<file path="src/rtl/m_lsu.sv">
// rtl/m_lsu.sv - M-stage load/store initiator on a valid/ready word bus.
// `define LSU_ALIGN_CHECK_EN to trap misaligned word/half accesses.

module m_lsu #(
   parameter int unsigned WAIT_MAX = 255
) (
   input  logic        clk,
   input  logic        reset,
   input  logic [31:0] pc,
   input  logic        req_valid,
   input  logic        req_we,
   input  logic [2:0]  req_type,
   input  logic [31:0] req_addr,
   input  logic [31:0] req_wd,
   output logic        stall,
   output logic        done,
   output logic        err,
   output logic [31:0] rdata,
   output logic        bus_valid,
   input  logic        bus_ready,
   output logic        bus_we,
   output logic [31:0] bus_addr,
   output logic [3:0]  bus_be,
   output logic [31:0] bus_wdata,
   input  logic        bus_rvalid,
   input  logic [31:0] bus_rdata
);

   typedef enum logic [1:0] {S_IDLE, S_REQ, S_RESP, S_DONE} state_t;

   localparam logic [2:0] DM_W  = 3'd0;
   localparam logic [2:0] DM_H  = 3'd1;
   localparam logic [2:0] DM_HU = 3'd2;
   localparam logic [2:0] DM_B  = 3'd3;
   localparam logic [2:0] DM_BU = 3'd4;
   localparam logic [7:0] CNT_LAST = 8'(WAIT_MAX - 1);

   state_t      state_q;
   logic [7:0]  cnt_q;
   logic [2:0]  type_q;
   logic [1:0]  alo_q;
   logic [31:0] unused_pc_q;
   logic        done_q;
   logic        err_q;
   logic [31:0] rdata_q;
   logic        bus_valid_q;
   logic        bus_we_q;
   logic [31:0] bus_addr_q;
   logic [3:0]  bus_be_q;
   logic [31:0] bus_wdata_q;

   logic [3:0]  be_d;
   logic [31:0] wdata_d;
   logic        bad_d;
   logic [15:0] half_d;
   logic [7:0]  byte_sel_d;
   logic [31:0] load_d;

   assign stall     = req_valid && (state_q != S_DONE);
   assign done      = done_q;
   assign err       = err_q;
   assign rdata     = rdata_q;
   assign bus_valid = bus_valid_q;
   assign bus_we    = bus_we_q;
   assign bus_addr  = bus_addr_q;
   assign bus_be    = bus_be_q;
   assign bus_wdata = bus_wdata_q;

   // Lane steering for the incoming request; loads reuse the same byte enables.
   always_comb begin
      be_d    = 4'b1111;
      wdata_d = req_wd;
      bad_d   = 1'b0;
      case (req_type)
         DM_W: be_d = 4'b1111;
         DM_H, DM_HU: begin
            be_d    = req_addr[1] ? 4'b1100 : 4'b0011;
            wdata_d = {2{req_wd[15:0]}};
         end
         DM_B, DM_BU: begin
            be_d    = 4'b0001 << req_addr[1:0];
            wdata_d = {4{req_wd[7:0]}};
         end
         default: bad_d = 1'b1;
      endcase
`ifdef LSU_ALIGN_CHECK_EN
      if ((req_type == DM_W) && (req_addr[1:0] != 2'b00))
         bad_d = 1'b1;
      if (((req_type == DM_H) || (req_type == DM_HU)) && req_addr[0])
         bad_d = 1'b1;
`endif
   end

   always_comb begin
      half_d = alo_q[1] ? bus_rdata[31:16] : bus_rdata[15:0];
      case (alo_q)
         2'd0:    byte_sel_d = bus_rdata[7:0];
         2'd1:    byte_sel_d = bus_rdata[15:8];
         2'd2:    byte_sel_d = bus_rdata[23:16];
         default: byte_sel_d = bus_rdata[31:24];
      endcase
      case (type_q)
         DM_H:    load_d = {{16{half_d[15]}}, half_d};
         DM_HU:   load_d = {16'h0000, half_d};
         DM_B:    load_d = {{24{byte_sel_d[7]}}, byte_sel_d};
         DM_BU:   load_d = {24'h000000, byte_sel_d};
         default: load_d = bus_rdata;
      endcase
   end

   always_ff @(posedge clk or posedge reset) begin
      if (reset) begin
         state_q     <= S_IDLE;
         cnt_q       <= 8'd0;
         type_q      <= 3'd0;
         alo_q       <= 2'd0;
         unused_pc_q <= 32'd0;
         done_q      <= 1'b0;
         err_q       <= 1'b0;
         rdata_q     <= 32'd0;
         bus_valid_q <= 1'b0;
         bus_we_q    <= 1'b0;
         bus_addr_q  <= 32'd0;
         bus_be_q    <= 4'd0;
         bus_wdata_q <= 32'd0;
      end else begin
         case (state_q)
            S_IDLE: begin
               if (req_valid) begin
                  type_q      <= req_type;
                  alo_q       <= req_addr[1:0];
                  unused_pc_q <= pc;
                  cnt_q       <= 8'd0;
                  if (bad_d) begin
                     state_q <= S_DONE;
                     done_q  <= 1'b1;
                     err_q   <= 1'b1;
                     rdata_q <= 32'd0;
                  end else begin
                     state_q     <= S_REQ;
                     bus_valid_q <= 1'b1;
                     bus_we_q    <= req_we;
                     bus_addr_q  <= {req_addr[31:2], 2'b00};
                     bus_be_q    <= be_d;
                     bus_wdata_q <= wdata_d;
                  end
               end
            end
            S_REQ: begin
               if (bus_ready) begin
                  bus_valid_q <= 1'b0;
                  bus_we_q    <= 1'b0;
                  cnt_q       <= 8'd0;
                  if (bus_we_q) begin
                     state_q <= S_DONE;
                     done_q  <= 1'b1;
                     rdata_q <= 32'd0;
                  end else begin
                     state_q <= S_RESP;
                  end
               end else if (cnt_q == CNT_LAST) begin
                  bus_valid_q <= 1'b0;
                  bus_we_q    <= 1'b0;
                  state_q     <= S_DONE;
                  done_q      <= 1'b1;
                  err_q       <= 1'b1;
                  rdata_q     <= 32'd0;
               end else begin
                  cnt_q <= cnt_q + 8'd1;
               end
            end
            S_RESP: begin
               if (bus_rvalid) begin
                  state_q <= S_DONE;
                  done_q  <= 1'b1;
                  rdata_q <= load_d;
               end else if (cnt_q == CNT_LAST) begin
                  state_q <= S_DONE;
                  done_q  <= 1'b1;
                  err_q   <= 1'b1;
                  rdata_q <= 32'd0;
               end else begin
                  cnt_q <= cnt_q + 8'd1;
               end
            end
            S_DONE: begin
               // Pipeline advances on this edge; any new request is seen from IDLE.
               state_q <= S_IDLE;
               done_q  <= 1'b0;
               err_q   <= 1'b0;
               rdata_q <= 32'd0;
            end
            default: state_q <= S_IDLE;
         endcase
      end
   end

endmodule

</file>
<file path="config.mk">
export PLATFORM = sky130hd
export DESIGN_NAME = m_lsu
export DESIGN_NICKNAME = d
export VERILOG_FILES = /design/src/rtl/m_lsu.sv
export SDC_FILE = /design/constraint.sdc
export NUM_CORES = 1
export LEC_CHECK = 0
export CAP_MARGIN = 25
export CORE_ASPECT_RATIO = 0.75
export CORE_MARGIN = 2
export CORE_UTILIZATION = 44
export DETAILED_ROUTE_END_ITERATION = 10
export PLACE_DENSITY = 0.87
export SLEW_MARGIN = 20
export SYNTH_ARGS = -nofsm -noshare
export SYNTH_HDL_FRONTEND = slang
export SYNTH_SLANG_ARGS = --single-unit
export TNS_END_PERCENT = 100
</file>
<file path="constraint.sdc">
create_clock -name clk -period 5.07 [get_ports clk]
set_clock_uncertainty 0.1 [all_clocks]
set_input_delay 1.014 -clock clk [delete_from_list [all_inputs] [get_ports clk]]
set_output_delay 1.014 -clock clk [all_outputs]
set_load 0.05 [all_outputs]
</file>
After elaboration in Yosys (flattened, before gate mapping). Index checks and enable logic that the tools add are counted.

Div/mod/pow operators: 0. Order comparisons: 0. Shifts and indexed selects: 1. Eq/ne operators: 22. Reductions and logical operators: 15. Add/sub/neg operators: 1. Bitwise operators: 0. Multipliers: 0. Multiplexer cells: 44.

Operators by type and width (number): $pmux W32 S4 (2); $mux W32 (6); $pmux W32 S2 (1); $pmux W8 S3 (2); $mux W8 (4); $mux W1 (16); $mux W16 (1); $eq A3 B2 Y1 const B (4); $ne A2 B2 Y1 const B (6); $mux W2 (5); $reduce_and A3 Y1 (3); $add A8 B1 Y8 const B (1); $eq A8 B8 Y1 const B (1); $pmux W1 S4 (2); $pmux W2 S4 (1); $pmux W4 S2 (1); $reduce_and A4 Y1 (2); $eq A2 B2 Y1 const B (3); $eq A3 B1 Y1 const B (2); $eq A3 B3 Y1 const B (2); $ne A3 B3 Y1 const B (2); $reduce_or A5 Y1 (1); $eq A2 B1 Y1 const B (2); $logic_not A2 Y1 (2); 9 further kinds (11).

Logic and storage cells: 95. Memories kept: 0. RAM bits: 0. Output and inout bits: 105. Flip-flop bits (word level): 117. Latch bits: 0. Memory bits (read-only): 0. Input port bits: 137.

Depth between registers and ports, before layout. Gate-level depths: netlist of the first run.

Depth after elaboration: 5. Gate-level depth with buffers: 9.

Worst setup path after synthesis of the first run. Ideal clock, no wire load.

Path type: input to output. From: input req_valid. To: output stall. Path slack: 2235 ps. Data required time: 3956 ps. Cell stages on the path: 1. Arrival time: 1721 ps. Cell sequence: nor2b_1.

Longest elaborated chain between the ends: 1.

RTL lines: start, declared (line 10) `input logic req_valid,`; $logic_and A1 B1 Y1 (line 59) `assign stall = req_valid && (state_q != S_DONE);`; end, declared (line 15) `output logic stall,`.

Every way passes these cells.

Final worst setup path of the first run. Ends and elaborated chain as after synthesis.

==> run metrics, run 1 <==
fin crit period=about 3.7 ns; gr ovfl total=0; ANT cells=0; Synth Area in Adders=1.23%; Final WS setup=around 1.4 ns; post-synthesis xor/xnor area fraction=0.431%; Routed Antenna Nets=0; Syn-to-layout area delta=44.7%; crit-path max FO=5; largest cells by area after synthesis=dfrtp_1 (48%), nand2_1 (13%), mux2i_1 (6.6%); Post-Layout Inst Area=8830 um^2; pre-CTS setup slack=1.40 ns; largest family of logic cells by synthesized area=simple AND/OR/NAND/NOR gates; Synth Flop Type=dfrtp_1; # IOs=242; 1st-iter DRT viols=512; pwr dens=711 nW/um^2; P_leak=3.94 nW; register area share after synthesis=48.0%; Core Box Area=13,600 um^2; flops & latches, synth=117; slew at the pin with the worst max-slew slack=~1.0 ns; via count=5,890; VDD IR max=0.486 mV; final slew viol count=0; post-CTS setup buffer count=0; Final Hold Vio Count=0; Post-Route WL=18,400 um; Remaining DRCs=0; Port Buf Inserts=207; Synth area leader=dfrtp_1; RSZ-0062 raised after global routing=false; clk_lat worst skew=0.40 ns; average vias per placed instance=5.48; # rows=37; vias in the first global route=between 5,000 and 6,000; fraction of registers with async set/reset=100%; Max Cap Viol=0; initial antenna violation count=0; Resized cells post-CTS=0; Compound-Gate Fraction of Synth Area=about 17%; Arrival @ worst endpoint=2.58 ns; share of the synthesized area in the top cell type=48.0%; Chip Width=140 um; CP required=roughly 4.0 ns; Hold WC Path Type=reg2reg; global-route wire length before repair=29,300 um; Post-DP HPWL=12,800 um; synth warn=0; Clock Pin Slew Worst Setup and Hold Paths=~0.06 ns; final setup fails=0; Initial Util=44.8%; Worst setup EP type=output port; period utilization=73.0%; Pre-Repair DR Iteration Count=9; CTS Buffer Depth=2; GR Util All Layers=24.8%; fraction of layout cells with a size suffix above 1=8.44%; simple-gate share of the synthesized area=around a fifth; post-synthesis mux area share=8.84%; placed inst area=8270 um^2; Clock Sinks=117; CTS tree=yes; wire per inst=~17 um; Yosys cell types=57; largest net degree at the start of global routing=72; status=finished, final reports clean; htree depth=4; average size of a mapped cell=8.80 um^2; type of origin of the critical path=primary input; Crit Path Class=in2out; Final #Nets=1,030; CTS Root Cell=clkbuf_16; f_max=270 MHz; Post-Syn Area=6100 um^2; hold_buf cts=0; Slew HR=33.5%; die area=14,800 um^2; Post-synth EDFFs=0; Fin Setup TNS=0 ns; cts bufs inserted=17; Mapped Cells=693; final core utilization=64.9%; die height=106 um; Routability Congestion=0.916
==> per-layer routing <==
metal	vias up	global-route usage, %	wire, um
met5	-	0	0
met4	0	6.71	322
li1	2787	-	-
met2	320	39.6	8310
met3	30	7.88	1850
met1	2753	32.9	7940
==> logic make-up (layout without fill, tap and decap cells) <==
group	after synthesis	in the layout
other cells	1	2
simple gates	301	301
fa+ha+maj	6	6
flops	117	117
compound gates	161	161
mux	50	50
buf+inv	54	260
xor+xnor	3	3
==> final timing paths <==
| path | start | slack [ns] | end | cells past startpoint |
|---|---|---|---|---|
| worst max-delay path | req_valid | 1.37 | stall | 3 |
| worst min-delay path | bus_addr[17]$_DFFE_PP0P_ | 0.37 | bus_addr[17]$_DFFE_PP0P_ | 2 |
| worst max register to register | alo_q[0]$_DFFE_PP0P_ | 2.25 | rdata[26]$_DFFE_PP0P_ | 5 |
| worst min register to register | bus_addr[17]$_DFFE_PP0P_ | 0.37 | bus_addr[17]$_DFFE_PP0P_ | 2 |
| max in group asynchronous | reset | 2.92 | bus_wdata[17]$_DFFE_PP0P_ | 3 |
| min in group asynchronous | reset | 1.06 | bus_addr[9]$_DFFE_PP0P_ | 2 |
==> synthesized netlist by cell type, drive strengths merged, types with 6 or more instances <==
library cell	count
nand2	207
dfrtp	117
o21ai	72
nor2	46
mux2i	41
clkbuf	25
a21oi	23
buf	16
nand3	16
o22ai	13
a31oi	12
inv	12
a22oi	11
mux2	8
a32oi	7
and3	6
ha	6
nor2b	6
nor3	6
==> flip-flops by register name, summed over array words and instances (netlist names) <==
register / flops
bus_we: 1
alo_q: 2
state_q: 2
type_q: 3
cnt_q: 8
err: 1
done: 1
bus_addr: 30
bus_be: 4
rdata: 32
bus_valid: 1
bus_wdata: 32
==> power breakdown <==
part           switching [mW]  internal, mW
clock network           0.459         0.678
registers               0.305          1.31
logic                    2.35          1.18
==> layout by cell type, fill, tap and decap left out, types with 3 or more instances in the layout <==
cell type	n
nand2_1	207
clkdlybuf4s50_1	207
dfrtp_1	117
o21ai_0	60
nor2_1	44
mux2i_1	40
a21oi_1	22
clkbuf_16	17
nand3_1	15
o22ai_1	13
a31oi_1	12
inv_1	11
a22oi_1	11
o21ai_2	11
buf_4	8
a32oi_1	7
mux2_2	7
nor2b_1	6
and3_1	6
ha_1	6
clkinv_4	6
o31ai_1	4
nor3_2	3
nor3_1	3
xnor2_1	3
o221a_2	3
a41oi_1	3
clkinv_2	3
==> critical path, stage by stage <==
cell	delay, ns
clkdlybuf4s50_1	0.59
nor2b_1	0.17
clkdlybuf4s50_1	0.81
==> stage by stage <==
stage | std cells | hold slack (ns) | total power [mW]
after detailed placement | 1043 | 0.361 | 5.13
after global routing | 1075 | 0.393 | 6.61
final | 1075 | 0.371 | 6.28
after CTS | 1075 | 0.376 | 6.30
after global placement | 1043 | 0.352 | 5.06
after floorplan | 694 | 0.412 | 3.98
==> cell type report <==
| cell class | count | area [um^2] |
|---|---|---|
| fillers | 1104 | 4780 |
| multi-input cells | 523 | 2940 |
| flip-flops and latches | 117 | 2930 |
| repair buffers | 215 | 2130 |
| clock buffers | 18 | 429 |
| well taps | 175 | 219 |
| clock inverters | 14 | 130 |
| inverters | 13 | 51.3 |
(Power assumes the default switching activity.)
==> run 2, diff against run 1 <==
--- a/config.mk
+++ b/config.mk
@@ -8,9 +8,9 @@
 export CAP_MARGIN = 25
 export CORE_ASPECT_RATIO = 0.75
 export CORE_MARGIN = 2
-export CORE_UTILIZATION = 44
+export CORE_UTILIZATION = 40
 export DETAILED_ROUTE_END_ITERATION = 10
-export PLACE_DENSITY = 0.87
+export PLACE_DENSITY = 0.84
 export SLEW_MARGIN = 20
 export SYNTH_ARGS = -nofsm -noshare
 export SYNTH_HDL_FRONTEND = slang
==> constraint.sdc (replaced) <==
create_clock -name clk -period 3.05 [get_ports clk]
set_clock_uncertainty 0.1 [all_clocks]
set_input_delay 0.61 -clock clk [delete_from_list [all_inputs] [get_ports clk]]
set_output_delay 0.61 -clock clk [all_outputs]
set_load 0.05 [all_outputs]
==> run metrics, run 2 (synthesis gave the netlist of run 1 again) <==
status=finished, final reports clean; die area=16,300 um^2 (+9.7%); initial antenna violation count=0 (unchanged); Fin Setup TNS=0 ns (unchanged); CP delay by family, top=simple AND/OR/NAND/NOR gates; # fillers=1,280 (+16%); Routed Antenna Nets=0 (unchanged); Post-Route WL=18,700 um (+1.3%); pwr dens=1190 nW/um^2 (+68%); cts bufs inserted=17 (unchanged); fraction of layout cells with a size suffix above 1=9.56% (+1.1 points); 1st-iter DRT viols=643 (+26%); Port Buf Inserts=207 (unchanged); clk_lat worst skew=0.40 ns (about the same); average vias per placed instance=5.27 (-3.8%); pre-CTS setup slack=0.0856 ns (-1.31 ns); global-route wire length before repair=30,000 um (+2.6%); Chip Width=147 um (+4.7%); Post-DP HPWL=13,300 um (+4.4%); Max Cap Viol=0 (unchanged); worst-path cell chain=nor3b_1 > a221oi_1 > a31oi_1 > or2_1 > o21ai_0; hold_buf cts=0 (unchanged); final core utilization=60.2% (-4.6 points); Post-Layout Inst Area=9080 um^2 (+2.9%); f_max=388 MHz; Core Box Area=15,100 um^2 (+11%); Slew HR=45.1% (+12 points); largest net degree at the start of global routing=74 (+2.8%); Crit path buffers/inverters=0 (-2); Final Hold Vio Count=0 (unchanged); CTS tree=yes; ANT cells=0 (unchanged); P_leak=4.05 nW (+2.8%); die height=111 um (+4.7%); Pre-Repair DR Iteration Count=6 (-3); non-filler instance count after layout=1,115 (+3.7%); Worst Hold Launch=rdata[14]$_DFFE_PP0P_; # IOs=242 (unchanged); crit-path max FO=17 (+12); Crit Path Class=reg2reg; vias in the first global route=5,712 (-0.33%); wire per inst=16.7 um (-2.4%); Clock Sinks=117 (unchanged); VDD IR max=0.744 mV (+53%); RSZ-0062 raised after global routing=false; Final #Nets=1,040 (+0.97%); final setup fails=0 (unchanged); commonest non-fill, non-tap cell in the layout=nand2_1; placed cell count=1,083 (+3.8%); type of origin of the critical path=flop; Worst setup EP type=flop; fin crit period=between 2 and 3 ns; Critical Path Max Stage Delay=0.66 ns (-0.15 ns); Routability Congestion=0.911 (-0.56%); Resized cells post-CTS=0 (unchanged); CTS Buffer Depth=2 (unchanged); Clock Pin Slew Worst Setup and Hold Paths=0.06 ns (about the same); Critical-path top delay cell=or2_1; GR Util All Layers=23.2% (-1.6 points); Remaining DRCs=0 (unchanged); Final WS setup=0.473 ns (-0.898 ns); FF-to-FF Start=type_q[0]$_DFFE_PP0P_; period utilization=between 80% and 90%; WHS Path Cells=2 (unchanged); FF/Latch Area=2930 um^2 (unchanged); Hold Slack=0.363 ns (-0.00799 ns); R2R depth=5 (unchanged); Hold EP=rdata[14]$_DFFE_PP0P_; most frequent cells in the layout=nand2_1 (207), clkdlybuf4s50_1 (206), dfrtp_1 (117), o21ai_0 (60), nor2_1 (44); via count=5,875 (-0.25%); CP required=3.19 ns (-0.77 ns); Reg2Reg Setup Slack=0.47 ns (-1.78 ns); gr ovfl total=0 (unchanged); Multi-input gate area=2940 um^2 (unchanged); Arrival @ worst endpoint=2.72 ns (+0.14 ns); htree depth=4 (unchanged); placed inst area=8430 um^2 (+2.0%); Syn-to-layout area delta=48.9%; final slew viol count=0 (unchanged); Hold WC Path Type=reg2reg; PnR Total Power=10.8 mW (+73%); post-CTS setup buffer count=0 (unchanged); slew at the pin with the worst max-slew slack=0.823 ns (-0.175 ns); Initial Util=40.5% (-4.4 points); reg2reg end=rdata[25]$_DFFE_PP0P_; # rows=39 (+5.4%); CTS Root Cell=clkbuf_16
==> run 2: cell type report <==
cell class	instances	area share [%]
clock buffers	18	4.72
clock inverters	14	2.47
inverters	13	0.579
multi-input cells	523	32.4
flip-flops and latches	117	32.2
well taps	205	2.82
repair buffers	225	24.8
==> run 2: worst min-delay path: stages (launching register included) <==
cell	delay, ns
dfrtp_1	0.33
nand2_1	0.05
nand2_1	0.05
==> run 2: how the worst max path moves through the flow <==
stage / start / end / cells past startpoint
2_1_floorplan: reset / alo_q[0]$_DFFE_PP0P_ / 1
3_3_place_gp: req_type[1] / rdata[28]$_DFFE_PP0P_ / 5
3_5_place_dp: req_type[1] / rdata[30]$_DFFE_PP0P_ / 5
4_1_cts: type_q[0]$_DFFE_PP0P_ / rdata[30]$_DFFE_PP0P_ / 5
5_1_grt: type_q[0]$_DFFE_PP0P_ / rdata[25]$_DFFE_PP0P_ / 5
6_report: type_q[0]$_DFFE_PP0P_ / rdata[25]$_DFFE_PP0P_ / 5
==> run 2: power by group <==
part           internal, mW  leakage (nW)  total, mW  switching, mW
logic                  2.01          2.24       6.00           3.98
registers              2.18          1.49       2.62          0.439
clock network          1.46         0.315       2.22          0.761
total                  5.66          4.05       10.8           5.18
==> run 2: per-layer routing <==
layer / track usage [%] / vias up / wire [um]
met5: 0 / - / 0
met4: 6.47 / 0 / 265
met3: 6.50 / 32 / 1750
met2: 36.4 / 294 / 8420
met1: 31.5 / 2739 / 8220
li1: - / 2810 / -
